===== config.mk =====
export PLATFORM = sky130hd
export DESIGN_NAME = ex_muldiv
export DESIGN_NICKNAME = d
export VERILOG_FILES = /design/src/rtl/muldiv_pkg.sv /design/src/rtl/ex_muldiv_step.sv /design/src/rtl/ex_muldiv.sv
export SDC_FILE = /design/constraint.sdc
export NUM_CORES = 1
export LEC_CHECK = 0
export ABC_CLOCK_PERIOD_IN_PS = 11060
export BUFFER_PORTS_ARGS = -buffer_cell sky130_fd_sc_hd__buf_2
export CAP_MARGIN = 20
export CELL_PAD_IN_SITES_DETAIL_PLACEMENT = 1
export CELL_PAD_IN_SITES_GLOBAL_PLACEMENT = 2
export CORE_ASPECT_RATIO = 0.75
export CORE_MARGIN = 2
export CORE_UTILIZATION = 39
export CTS_BUF_LIST = sky130_fd_sc_hd__clkbuf_4 sky130_fd_sc_hd__clkbuf_8
export DETAILED_ROUTE_END_ITERATION = 8
export PLACE_DENSITY_LB_ADDON = 0.1
export SLEW_MARGIN = 5
export SYNTH_ARGS = -nofsm -noshare
export SYNTH_HDL_FRONTEND = slang
export SYNTH_SLANG_ARGS = --single-unit

===== constraint.sdc =====
create_clock -name clk -period 11.06 [get_ports clk]
set_input_delay 0.553 -clock clk [delete_from_list [all_inputs] [get_ports clk]]
set_output_delay 0.553 -clock clk [all_outputs]
set_load 0.02 [all_outputs]

===== src/rtl/muldiv_pkg.sv =====
// muldiv_pkg: op encodings, FSM states and counter sizing shared by ex_muldiv and its step datapath
package muldiv_pkg;
    localparam logic [1:0] MULDIV_MULTU = 2'b00;
    localparam logic [1:0] MULDIV_MULT  = 2'b01;
    localparam logic [1:0] MULDIV_DIVU  = 2'b10;
    localparam logic [1:0] MULDIV_DIV   = 2'b11;

    typedef enum logic [1:0] {S_IDLE, S_MUL, S_DIV, S_DONE} state_t;

    function automatic int cnt_w(input int w);
        return $clog2(w) + 1;
    endfunction
endpackage


===== src/rtl/ex_muldiv_step.sv =====
// ex_muldiv_step: one combinational shift-add / restoring-divide iteration; divide half only with MULDIV_DIV_EN
module ex_muldiv_step
    import muldiv_pkg::*;
#(
    parameter int WIDTH = 32
) (
`ifdef MULDIV_DIV_EN
    input  logic               i_div,
`endif
    input  logic [2*WIDTH-1:0] i_acc,
    input  logic [WIDTH-1:0]   i_opd,
    output logic [2*WIDTH-1:0] o_acc
);
    logic [WIDTH:0]       w_sum;
    logic [2*WIDTH-1:0]   w_mul_acc;

    // multiplier bit sits in acc[0]; partial product accumulates in the upper half and shifts right
    assign w_sum     = {1'b0, i_acc[2*WIDTH-1:WIDTH]} + (i_acc[0] ? {1'b0, i_opd} : {(WIDTH+1){1'b0}});
    assign w_mul_acc = {w_sum, i_acc[WIDTH-1:1]};

`ifdef MULDIV_DIV_EN
    logic [WIDTH:0]       w_part;
    logic [WIDTH+1:0]     w_diff;
    logic [2*WIDTH-1:0]   w_div_acc;

    // remainder in upper half, dividend bits shift out of the lower half as quotient bits shift in
    assign w_part    = i_acc[2*WIDTH-1:WIDTH-1];
    assign w_diff    = {1'b0, w_part} - {2'b00, i_opd};
    assign w_div_acc = w_diff[WIDTH+1] ? {w_part[WIDTH-1:0], i_acc[WIDTH-2:0], 1'b0}
                                       : {w_diff[WIDTH-1:0], i_acc[WIDTH-2:0], 1'b1};
    assign o_acc     = i_div ? w_div_acc : w_mul_acc;
`else
    assign o_acc     = w_mul_acc;
`endif
endmodule


===== src/rtl/ex_muldiv.sv =====
// ex_muldiv: iterative signed/unsigned multiply/divide for EX; divider compiled in only with MULDIV_DIV_EN
module ex_muldiv
    import muldiv_pkg::*;
#(
    parameter int WIDTH = 32
) (
    input  logic             clk,
    input  logic             rst,
    input  logic             start_i,
    input  logic [1:0]       op_i,
    input  logic [WIDTH-1:0] opdata1_i,
    input  logic [WIDTH-1:0] opdata2_i,
    input  logic             cancel_i,
    output logic             ready_o,
    output logic             stall_o,
    output logic             done_o,
    output logic             whilo_o,
    output logic [WIDTH-1:0] hi_o,
    output logic [WIDTH-1:0] lo_o,
    output logic             div_by_zero_o
);
    localparam int CW = cnt_w(WIDTH);

    state_t             r_state, w_next, w_div_go;
    logic [CW-1:0]      r_cnt;
    logic [2*WIDTH-1:0] r_acc, w_acc, w_prod, w_res;
    logic [WIDTH-1:0]   r_opd, r_hi, r_lo, w_mag1, w_mag2;
    logic               r_sign_q, r_dbz, w_signed, w_accept, w_last, w_iter;

    // operands enter the datapath as magnitudes; signs are restored on the final iteration
    assign w_signed = op_i[0];
    assign w_mag1   = (w_signed && opdata1_i[WIDTH-1]) ? -opdata1_i : opdata1_i;
    assign w_mag2   = (w_signed && opdata2_i[WIDTH-1]) ? -opdata2_i : opdata2_i;
    assign w_accept = (r_state == S_IDLE) && start_i && !cancel_i;
    assign w_iter   = (r_state == S_MUL) || (r_state == S_DIV);
    assign w_last   = r_cnt == CW'(WIDTH - 1);
    assign w_prod   = r_sign_q ? -w_acc : w_acc;
    assign hi_o     = r_hi;
    assign lo_o     = r_lo;

`ifdef MULDIV_DIV_EN
    logic             r_sign_r;
    logic [WIDTH-1:0] w_quo, w_rem;

    assign w_div_go = (opdata2_i == '0) ? S_DONE : S_DIV;
    assign w_quo    = r_sign_q ? -w_acc[WIDTH-1:0] : w_acc[WIDTH-1:0];
    assign w_rem    = r_sign_r ? -w_acc[2*WIDTH-1:WIDTH] : w_acc[2*WIDTH-1:WIDTH];
    assign w_res    = (r_state == S_DIV) ? {w_rem, w_quo} : w_prod;
`else
    assign w_div_go = S_DONE;
    assign w_res    = w_prod;
`endif

    ex_muldiv_step #(.WIDTH(WIDTH)) u_step (
`ifdef MULDIV_DIV_EN
        .i_div (r_state == S_DIV),
`endif
        .i_acc (r_acc),
        .i_opd (r_opd),
        .o_acc (w_acc)
    );

    // state register
    always_ff @(posedge clk or negedge rst) begin
        if (!rst) r_state <= S_IDLE;
        else      r_state <= w_next;
    end

    // next state and handshake outputs; cancel overrides every transition
    always_comb begin
        w_next        = r_state;
        ready_o       = r_state == S_IDLE;
        stall_o       = w_accept || w_iter;
        done_o        = r_state == S_DONE;
        whilo_o       = r_state == S_DONE;
        div_by_zero_o = (r_state == S_DONE) && r_dbz;
        case (r_state)
            S_IDLE:  if (start_i) w_next = op_i[1] ? w_div_go : S_MUL;
            S_MUL:   if (w_last) w_next = S_DONE;
            S_DIV:   if (w_last) w_next = S_DONE;
            default: w_next = S_IDLE;
        endcase
        if (cancel_i) w_next = S_IDLE;
    end

    // datapath: load on accept, iterate, commit fixed-up result on the last iteration
    always_ff @(posedge clk or negedge rst) begin
        if (!rst) begin
            r_cnt    <= '0;
            r_acc    <= '0;
            r_opd    <= '0;
            r_sign_q <= 1'b0;
            r_dbz    <= 1'b0;
            r_hi     <= '0;
            r_lo     <= '0;
`ifdef MULDIV_DIV_EN
            r_sign_r <= 1'b0;
`endif
        end else if (w_accept) begin
            r_cnt    <= '0;
            r_acc    <= {{WIDTH{1'b0}}, w_mag1};
            r_opd    <= w_mag2;
            r_sign_q <= w_signed & (opdata1_i[WIDTH-1] ^ opdata2_i[WIDTH-1]);
            r_dbz    <= 1'b0;
`ifdef MULDIV_DIV_EN
            r_sign_r <= w_signed & opdata1_i[WIDTH-1];
            if (op_i[1] && opdata2_i == '0) begin
                r_hi  <= opdata1_i;
                r_lo  <= '1;
                r_dbz <= 1'b1;
            end
`else
            if (op_i[1]) begin
                r_hi <= '0;
                r_lo <= '0;
            end
`endif
        end else if (w_iter && !cancel_i) begin
            r_cnt <= r_cnt + CW'(1);
            r_acc <= w_acc;
            if (w_last) begin
                r_hi <= w_res[2*WIDTH-1:WIDTH];
                r_lo <= w_res[WIDTH-1:0];
            end
        end
    end
endmodule


==> impl_summary.md, run 1 <==
Clock tree
The maximum level of the CTS H-tree is 4. The total of cells resized after clock tree synthesis is 0. Buffers inserted during clock tree synthesis total 17.

The buffers inserted during post-CTS setup optimization is 0. The clock latency on the worst-skew pair is 0.52 ns. The CTS tree is yes. Hold repair after CTS inserted 0 buffers.

The clock tree buffer depth is 2. The clock sink total is 169. The clock transition time at the flip-flop clock pins of the worst setup and hold paths is 0.12 ns. The root buffer cell chosen for the clock tree is clkbuf_8.

Worst setup path
The category of the most critical setup path is reg2reg. The worst register-to-register path ends at hi_o[28]$_DFFE_PN0P_. The internal reg-to-reg setup slack is 6.16 ns. The worst setup path is captured at a flop. The delay of the slowest cell on the worst path is 0.68 ns. The required time at the worst-slack endpoint is 11.45 ns. The launching point of the worst reg2reg path is r_acc[0]$_DFFE_PN0P_. The maximum net fanout on the critical path is 33. STA classifies the critical path startpoint as a flop. The cell with the largest stage delay on the worst path is dfrtp_1. The worst reg-to-reg path cell count is 12. STA puts the critical path data arrival time at 5.29 ns.

The signal on the critical path passes through and2_1 -> ha_1 -> nand4_2 -> or3_1 -> a211o_1 -> a31oi_1 -> o22ai_1 -> nor4_1 -> nand4bb_1 -> o41ai_1 -> xor2_1 -> o21ai_1.

Synthesis
After synthesis the netlist holds a flip-flop and latch count of 169. The post-synthesis instance area is 11500 um2. The most common cell in the synthesized netlist is nand2_1. In this run the mean area of a mapped cell was 8.32 um2. The share of Yosys cell area claimed by the top area cell type is 36.8%. The cell count after synthesis is 1383. The synthesized design spends more area on one cell type than any other, namely dfrtp_1. The number of warnings reported in the yosys synthesis log is 0.

The netlist uses 86 different library cells. Summing the sequential cell areas from Yosys gives 36.8% of the chip area. The number of nets in the synthesized netlist is 1492. Yosys mapped a number of flops with a built-in enable equal to 0. Counting flops with an async set or reset pin after synthesis yields a share of 100%. For this run, the leading register cell type out of synthesis is dfrtp_1.

After synthesis, the cell types taking the most area are dfrtp_1, nand2_1, o21ai_0. The commonest cells after synthesis are nand2_1, dfrtp_1, o21ai_0.

Die
The floorplan step defined a core boundary enclosing 29100 um2. The starting utilization of the core area is 39.6%. The number of rows created at floorplan is 54. The die outline width is 202 um. The die height is 153 um. The boundary pin count is 139. The floorplan step defined a die boundary enclosing 30900 um2.

Run status
The flow ran to the end, and the final reports show no timing, DRC or antenna violations.

STA
Setup repair after global routing left no endpoint under its margin. The number of slew-limit violations in the final report is 0. The setup skew after layout is 0.0335 ns. The worst-case setup margin in the final layout is 6.16 ns. The timing-limited maximum frequency is 0.204 GHz. For the pin with the worst max-slew slack, the measured transition is 1.06 ns. The count of final hold-check violations is 0. The worst hold-check slack is 0.0119 ns. The remaining max-slew budget at the tightest pin is 29.0%. The setup-violating endpoint count in the final report is 0.

After layout, the minimum clock period comes to 4.90 ns. The total negative slack is 0 ns. The share of the clock period used by the worst path is 44.3%.

Drt
In this run the remaining antenna-violating nets after routing total 0. The detailed router's first-iteration violation count is 758. The DRC violations left is 0. Dividing the detail-routed via count by the number of cells gives 5.64. The routed length per instance is 20.6 um. The number of optimization iterations in the first detailed-route pass is 4. The final wirelength is 38900 um. Across all layers, the routed design uses 10600 vias.

Pwr
The switching power is 0.00143 W. The net switching fraction of the power is 47.5%. The maximum vdd drop is 0.000119 V. The power per unit of standard cell area is 233 nW/um2. Per report_power, the combinational group accounts for 50.8% of the total. Per report_power, the sequential group accounts for 32.1% of the total. In this run the static leakage power is 5.80 nW. The cell internal power dissipation is 0.00158 W. The clock power share is 17.1%.

Placed design
At the end of routability-driven placement, the weighted congestion stood at 0.920. The wire-length estimate of the detail-placed layout is 29500 um. In this run the tool buffered the top-level ports with 137 buffer cells. Timing analysis after detailed placement gives a worst setup slack of 6.23 ns.

Finish
Cells with a size suffix above 1 make up 15.0% of the layout. Summing all multi-input logic gate instances after layout gives 6910 um2. For this run, the post-layout net count is 1588. Relative to the synthesized area, the layout overhead comes to 12.4%.

The number of diodes is 0. The fill cell instance count of the final layout is 3584. The sequential cell area is 4230 um2.

Flow run
The number of max-cap violations is 0.

Global route
The peak-usage layer in the global routing report is met1. The wire length of the first global-routing pass is 61800 um. The routing usage on met3 is 4.51%. The number of global-route vias before repair is 10500. Global routing consumed, on the met2 layer, 34.4% of the routing resources. Entering global routing, the biggest net connects 65 pins. The global-route total usage across every layer is 25.6%.

Summed over all layers, the global routing overflow is 0. For this run, global-route usage on met1 was measured as 42.0%. The initial antenna violation count came to 0.

Worst hold path
The type of the tightest min-delay check is in2async.
[worst max-delay path by stage]
stage                                     from                   end
after CTS                 r_acc[0]$_DFFE_PN0P_  hi_o[28]$_DFFE_PN0P_
after floorplan           r_acc[0]$_DFFE_PN0P_  hi_o[31]$_DFFE_PN0P_
after global placement    r_acc[0]$_DFFE_PN0P_  hi_o[31]$_DFFE_PN0P_
final                     r_acc[0]$_DFFE_PN0P_  hi_o[28]$_DFFE_PN0P_
after detailed placement  r_acc[0]$_DFFE_PN0P_  hi_o[28]$_DFFE_PN0P_
after global routing      r_acc[0]$_DFFE_PN0P_  hi_o[28]$_DFFE_PN0P_
[metrics by stage]
step	instances	utilization [%]	power (W)	area (um2)
global route	1884	44.5	0.00323	12900
global placement	1852	43.0	0.00245	12500
floorplan	1383	-	0.00200	11500
detailed placement	1852	43.0	0.00248	12500
finish	1884	44.5	0.00301	12900
CTS	1884	44.5	0.00301	12900
[power by group through the flow]
stage	Clock (W)	Sequential (W)	Combinational (W)
3_5_place_dp	0	0.000975	0.00151
2_1_floorplan	0	0.000895	0.00111
3_3_place_gp	0	0.000971	0.00148
6_report	0.000514	0.000968	0.00153
5_1_grt	0.000552	0.000993	0.00168
4_1_cts	0.000530	0.000964	0.00151
[sequential cells by signal (all words and copies together) (netlist names)]
register,count
r_state,2
r_cnt,6
r_opd,32
r_sign_q,1
hi_o,32
lo_o,32
r_acc,64
[cells by family after synthesis]
group	count (synthesis)	share of synthesized area [%]
XOR/XNOR	141	10.7
AO/OA/AOI/OAI	397	22.1
multiplexers	5	0.457
other	1	0.0326
buffers and inverters	94	3.55
flip-flops	169	36.8
adder cells (fa/ha/maj)	39	4.31
AND/OR/NAND/NOR	537	22.0
[layout make-up]
cell class	instances	area share, %
inverters	23	0.667
well taps	392	3.79
flip-flops and latches	169	32.7
clock buffers	19	1.97
clock inverters	13	1.49
multi-input cells	1120	53.4
repair buffers	148	5.99
[metal layers]
layer	wire (um)	vias to the layer above
met4	239	0
li1	-	5109
met1	21300	5255
met5	0	-
met2	15200	245
met3	2150	12
[cells in the final DEF, fill, tap and decap left out, types with 6 or more instances in the layout]
master,netlist,routed
o31ai_1,27,27
or2_2,8,8
ha_1,38,38
clkbuf_8,2,18
xor2_1,79,79
o211ai_1,6,6
nor4_1,13,13
a22o_1,24,24
and4_1,7,7
buf_2,6,136
or4_1,7,7
or3_1,15,15
and2_1,42,42
nor2_1,102,101
nand3_1,16,16
xnor2_1,62,62
o21ai_0,146,146
nor3_1,23,23
o21a_1,12,12
a21oi_1,55,53
a21o_1,11,11
nand2_1,248,247
a211o_1,7,7
buf_4,3,11
and3_1,8,8
inv_1,22,22
o41ai_1,11,11
dfrtp_1,169,169
nand4_1,11,11
nand2b_1,7,7
a31oi_1,43,43
[worst max-delay path: cells and delay by family (launching register included)]
| family | cells | cell delay [ns] |
|---|---|---|
| DFF | 1 | 0.68 |
| adders and majority gates | 1 | 0.53 |
| and+or+nand+nor | 5 | 1.97 |
| AOI/OAI and AO/OA | 5 | 1.39 |
| xor gates and xnor gates | 1 | 0.20 |
(Power assumes the default switching activity.)
==> run 2, diff against run 1 <==
ABC_CLOCK_PERIOD_IN_PS = 4300   (was 11060)
CORE_UTILIZATION = 33   (was 39)
clock period = 4.3 ns   (was 11.06 ns; I/O delays follow)
==> run 2 against run 1 <==
  * Register-to-register slack worse by 6.0 ns
  * Maximum frequency is 18% higher
  * Critical path depth is 1 higher
  * Wire length is 4.2% higher
  * Via count is 1.2% higher
  * Highest routed layer unchanged
  * Sequential cell count stayed put
  * Sequential share of layout area is 1.5 points lower
  * Non-clock buffer count is 61 higher
  * Clock-buffer cell count is 1 lower
  * Combinational power grew to 2.8 times the previous value
  * Cell count is 6.7% higher
==> impl_summary.md, run 2 (synthesis gave the netlist of run 1 again) <==
Run status
The run finished with clean final reports.

Worst hold path
The worst hold path belongs to the class in2reg.

STA
The number of slew-limit violations in the final report came to 0. Setup repair after global routing could not meet its margin everywhere. For the final database, setup skew stands at 0.0182 ns. The worst hold-check slack is 0.0392 ns.

Measured against its own limit, the worst slew margin works out to 28.7%. The setup-violating endpoint count in the final report is 0. The share of the clock period used by the worst path is 96.2%.

The timing-limited maximum frequency is 0.242 GHz. The count of final hold-check violations is 0. The final critical delay including setup and external delays is 4.14 ns. The transition at the pin with the smallest max-transition slack is 1.07 ns. The worst-case setup margin in the final layout is 0.164 ns.

Drt
For this block, the initial DRC count from the detailed router was 699. The via density per instance is 5.34. The number of optimization iterations in the first detailed-route pass is 4. The routed length per instance is 20.2 um. The final route contains 10700 vias. The final antenna-violating net count is 0.

The DRC violations left is 0. Summed over all layers, the routed wires come to 40500 um.

Clock tree
The clock tree buffer depth is 2. Clock tree synthesis found a total of 169 sinks. The maximum level of the CTS H-tree is 4. The clock transition time at the flip-flop clock pins of the worst setup and hold paths is 0.10 ns. The later pin in the worst-skew pair is clocked with a latency of 0.50 ns.

Clock tree synthesis inserted a total of 17 buffers. TritonCTS built the clock tree. The root buffer selected by CTS is clkbuf_8.

Worst setup path
The category of the most critical setup path is reg2reg. The startpoint kind of the worst setup timing path is a flop. Traced cell by cell, the critical path runs through and2_1 -> ha_1 -> fa_1 -> a21o_1 -> a211o_1 -> nand4_2 -> a21oi_1 -> or4b_1 -> and3_2 -> or4_4 -> o41a_1 -> xnor2_1 -> o21ai_1. The largest single stage delay on the critical path is 0.53 ns. Data on the critical path arrives at its endpoint at 4.52 ns. Of all nets on the critical path, the largest fanout is 6. The cell type group with the largest total delay on the critical path is simple AND/OR/NAND/NOR gates. The endpoint type of the worst setup path is a flop. The cell with the largest stage delay on the worst path is or4_4. The internal reg-to-reg setup slack is 0.16 ns.

Counting both buffers and inverters, the worst setup path holds a total of 0. STA puts the critical path data required time at 4.69 ns.

Placed design
The weighted congestion reported at the end of routability-driven placement is 0.873. Detailed placement finished with a half-perimeter wire length of 31400 um. Prior to clock tree synthesis, the placed netlist has a worst setup slack of 0.0428 ns. Input and output buffers added on the ports amount to 137.

Global route
For this run the aggregate overflow at the end of global routing stands at 0. The initial antenna violation count was 0. Across every metal layer, demand over resource in global routing totals 22.7%. The largest net degree at the start of global routing is 90. The wire length of the first global-routing pass is 64300 um. The number of global-route vias before repair is 10900.

Pwr
Across the VDD grid, the largest voltage drop is 0.000299 V. The leakage power is 6.10 nW. The power per unit of standard cell area is 599 nW/um2.

Die
The die covers 36400 um2. The floorplan step set the die height to 166 um. The boundary pin count is 139.

The number of rows created at floorplan is 59. The total area inside the core boundary comes to 34500 um2. Measured along the x axis, the die boundary spans 220 um. The starting utilization of the core area is 33.3%.

Finish
The library cells used most frequently in the layout, excluding fill and tap cells, are nand2_1, dfrtp_1, o21ai_0. The flip-flop count of the largest register, all copies and words added is 64. The register ranked first by flip-flop count is r_acc. The area growth from synthesis to layout is 17.7%. The final-stage net count is 1649.

The filler cells instantiated in the layout total 4160. In the final layout, the share of cells above drive strength 1 is 18.4%. Leaving out fill and tap cells, the most frequent cell in the layout is nand2_1.

Flow run
The number of max-cap violations is 0.
## run 2: through the flow
stage / util (%) / setup TNS (ns) / std cells / power, W / instance area (um2)
floorplan: - / 0 / 1383 / 0.00515 / 11500
detailed placement: 37.6 / 0 / 1967 / 0.00681 / 13000
CTS: 39.0 / 0 / 2007 / 0.00813 / 13500
global placement: 37.6 / 0 / 1967 / 0.00675 / 13000
finish: 39.2 / 0 / 2011 / 0.00812 / 13500
global route: 39.2 / -0.0358 / 2010 / 0.00878 / 13500
## run 2: per-layer routing
| metal | routed length [um] | up-vias | global-route usage (%) |
|---|---|---|---|
| met2 | 15700 | 191 | 30.1 |
| met4 | 393 | 0 | 4.17 |
| li1 | - | 5222 | - |
| met5 | 0 | - | 0 |
| met1 | 22800 | 5313 | 37.7 |
| met3 | 1620 | 22 | 3.84 |
## run 2: final cells by class
cell class	count	area, um2	share of cell area, %
multi-input combinational	1120	6930	51.2
sequential	169	4230	31.2
timing repair buffer	209	1300	9.58
tap	457	572	4.22
clock buffer	18	241	1.78
clock inverter	14	184	1.36
inverter	23	86.3	0.638
antenna	1	2.50	0.0185
## run 2: report_power, final
| part | switching [W] | internal (W) | total [W] |
|---|---|---|---|
| logic | 0.00264 | 0.00172 | 0.00436 |
| clock network | 0.000682 | 0.000595 | 0.00128 |
| registers | 0.000469 | 0.00202 | 0.00248 |
| total | 0.00379 | 0.00433 | 0.00812 |
## run 2: worst register-to-register path, stage by stage, from the launching register on
cell     delay, ns
dfrtp_2       0.45
and2_1        0.15
ha_1          0.22
fa_1          0.44
a21o_1        0.23
a211o_1       0.36
nand4_2       0.15
a21oi_1       0.13
or4b_1        0.50
and3_2        0.20
or4_4         0.53
o41a_1        0.43
xnor2_1       0.15
o21ai_1       0.07
## run 2: repair_timing
item	4_1_cts	5_1_grt
hold endpoints to repair	96	0
gates resized for setup	0	9
hold buffers	8	0
endpoints found under the setup margin	0	6
buffers inserted	0	2
## run 2: final timing paths
path / endpoint / depth (start not counted) / from
max: hi_o[31]$_DFFE_PN0P_ / 13 / r_acc[0]$_DFFE_PN0P_
min: r_opd[29]$_DFFE_PN0P_ / 3 / opdata2_i[29]
max reg2reg: hi_o[31]$_DFFE_PN0P_ / 13 / r_acc[0]$_DFFE_PN0P_
min reg2reg: lo_o[16]$_DFFE_PN0P_ / 2 / lo_o[16]$_DFFE_PN0P_
max in group asynchronous: r_acc[0]$_DFFE_PN0P_ / 3 / rst
min in group asynchronous: hi_o[23]$_DFFE_PN0P_ / 2 / rst
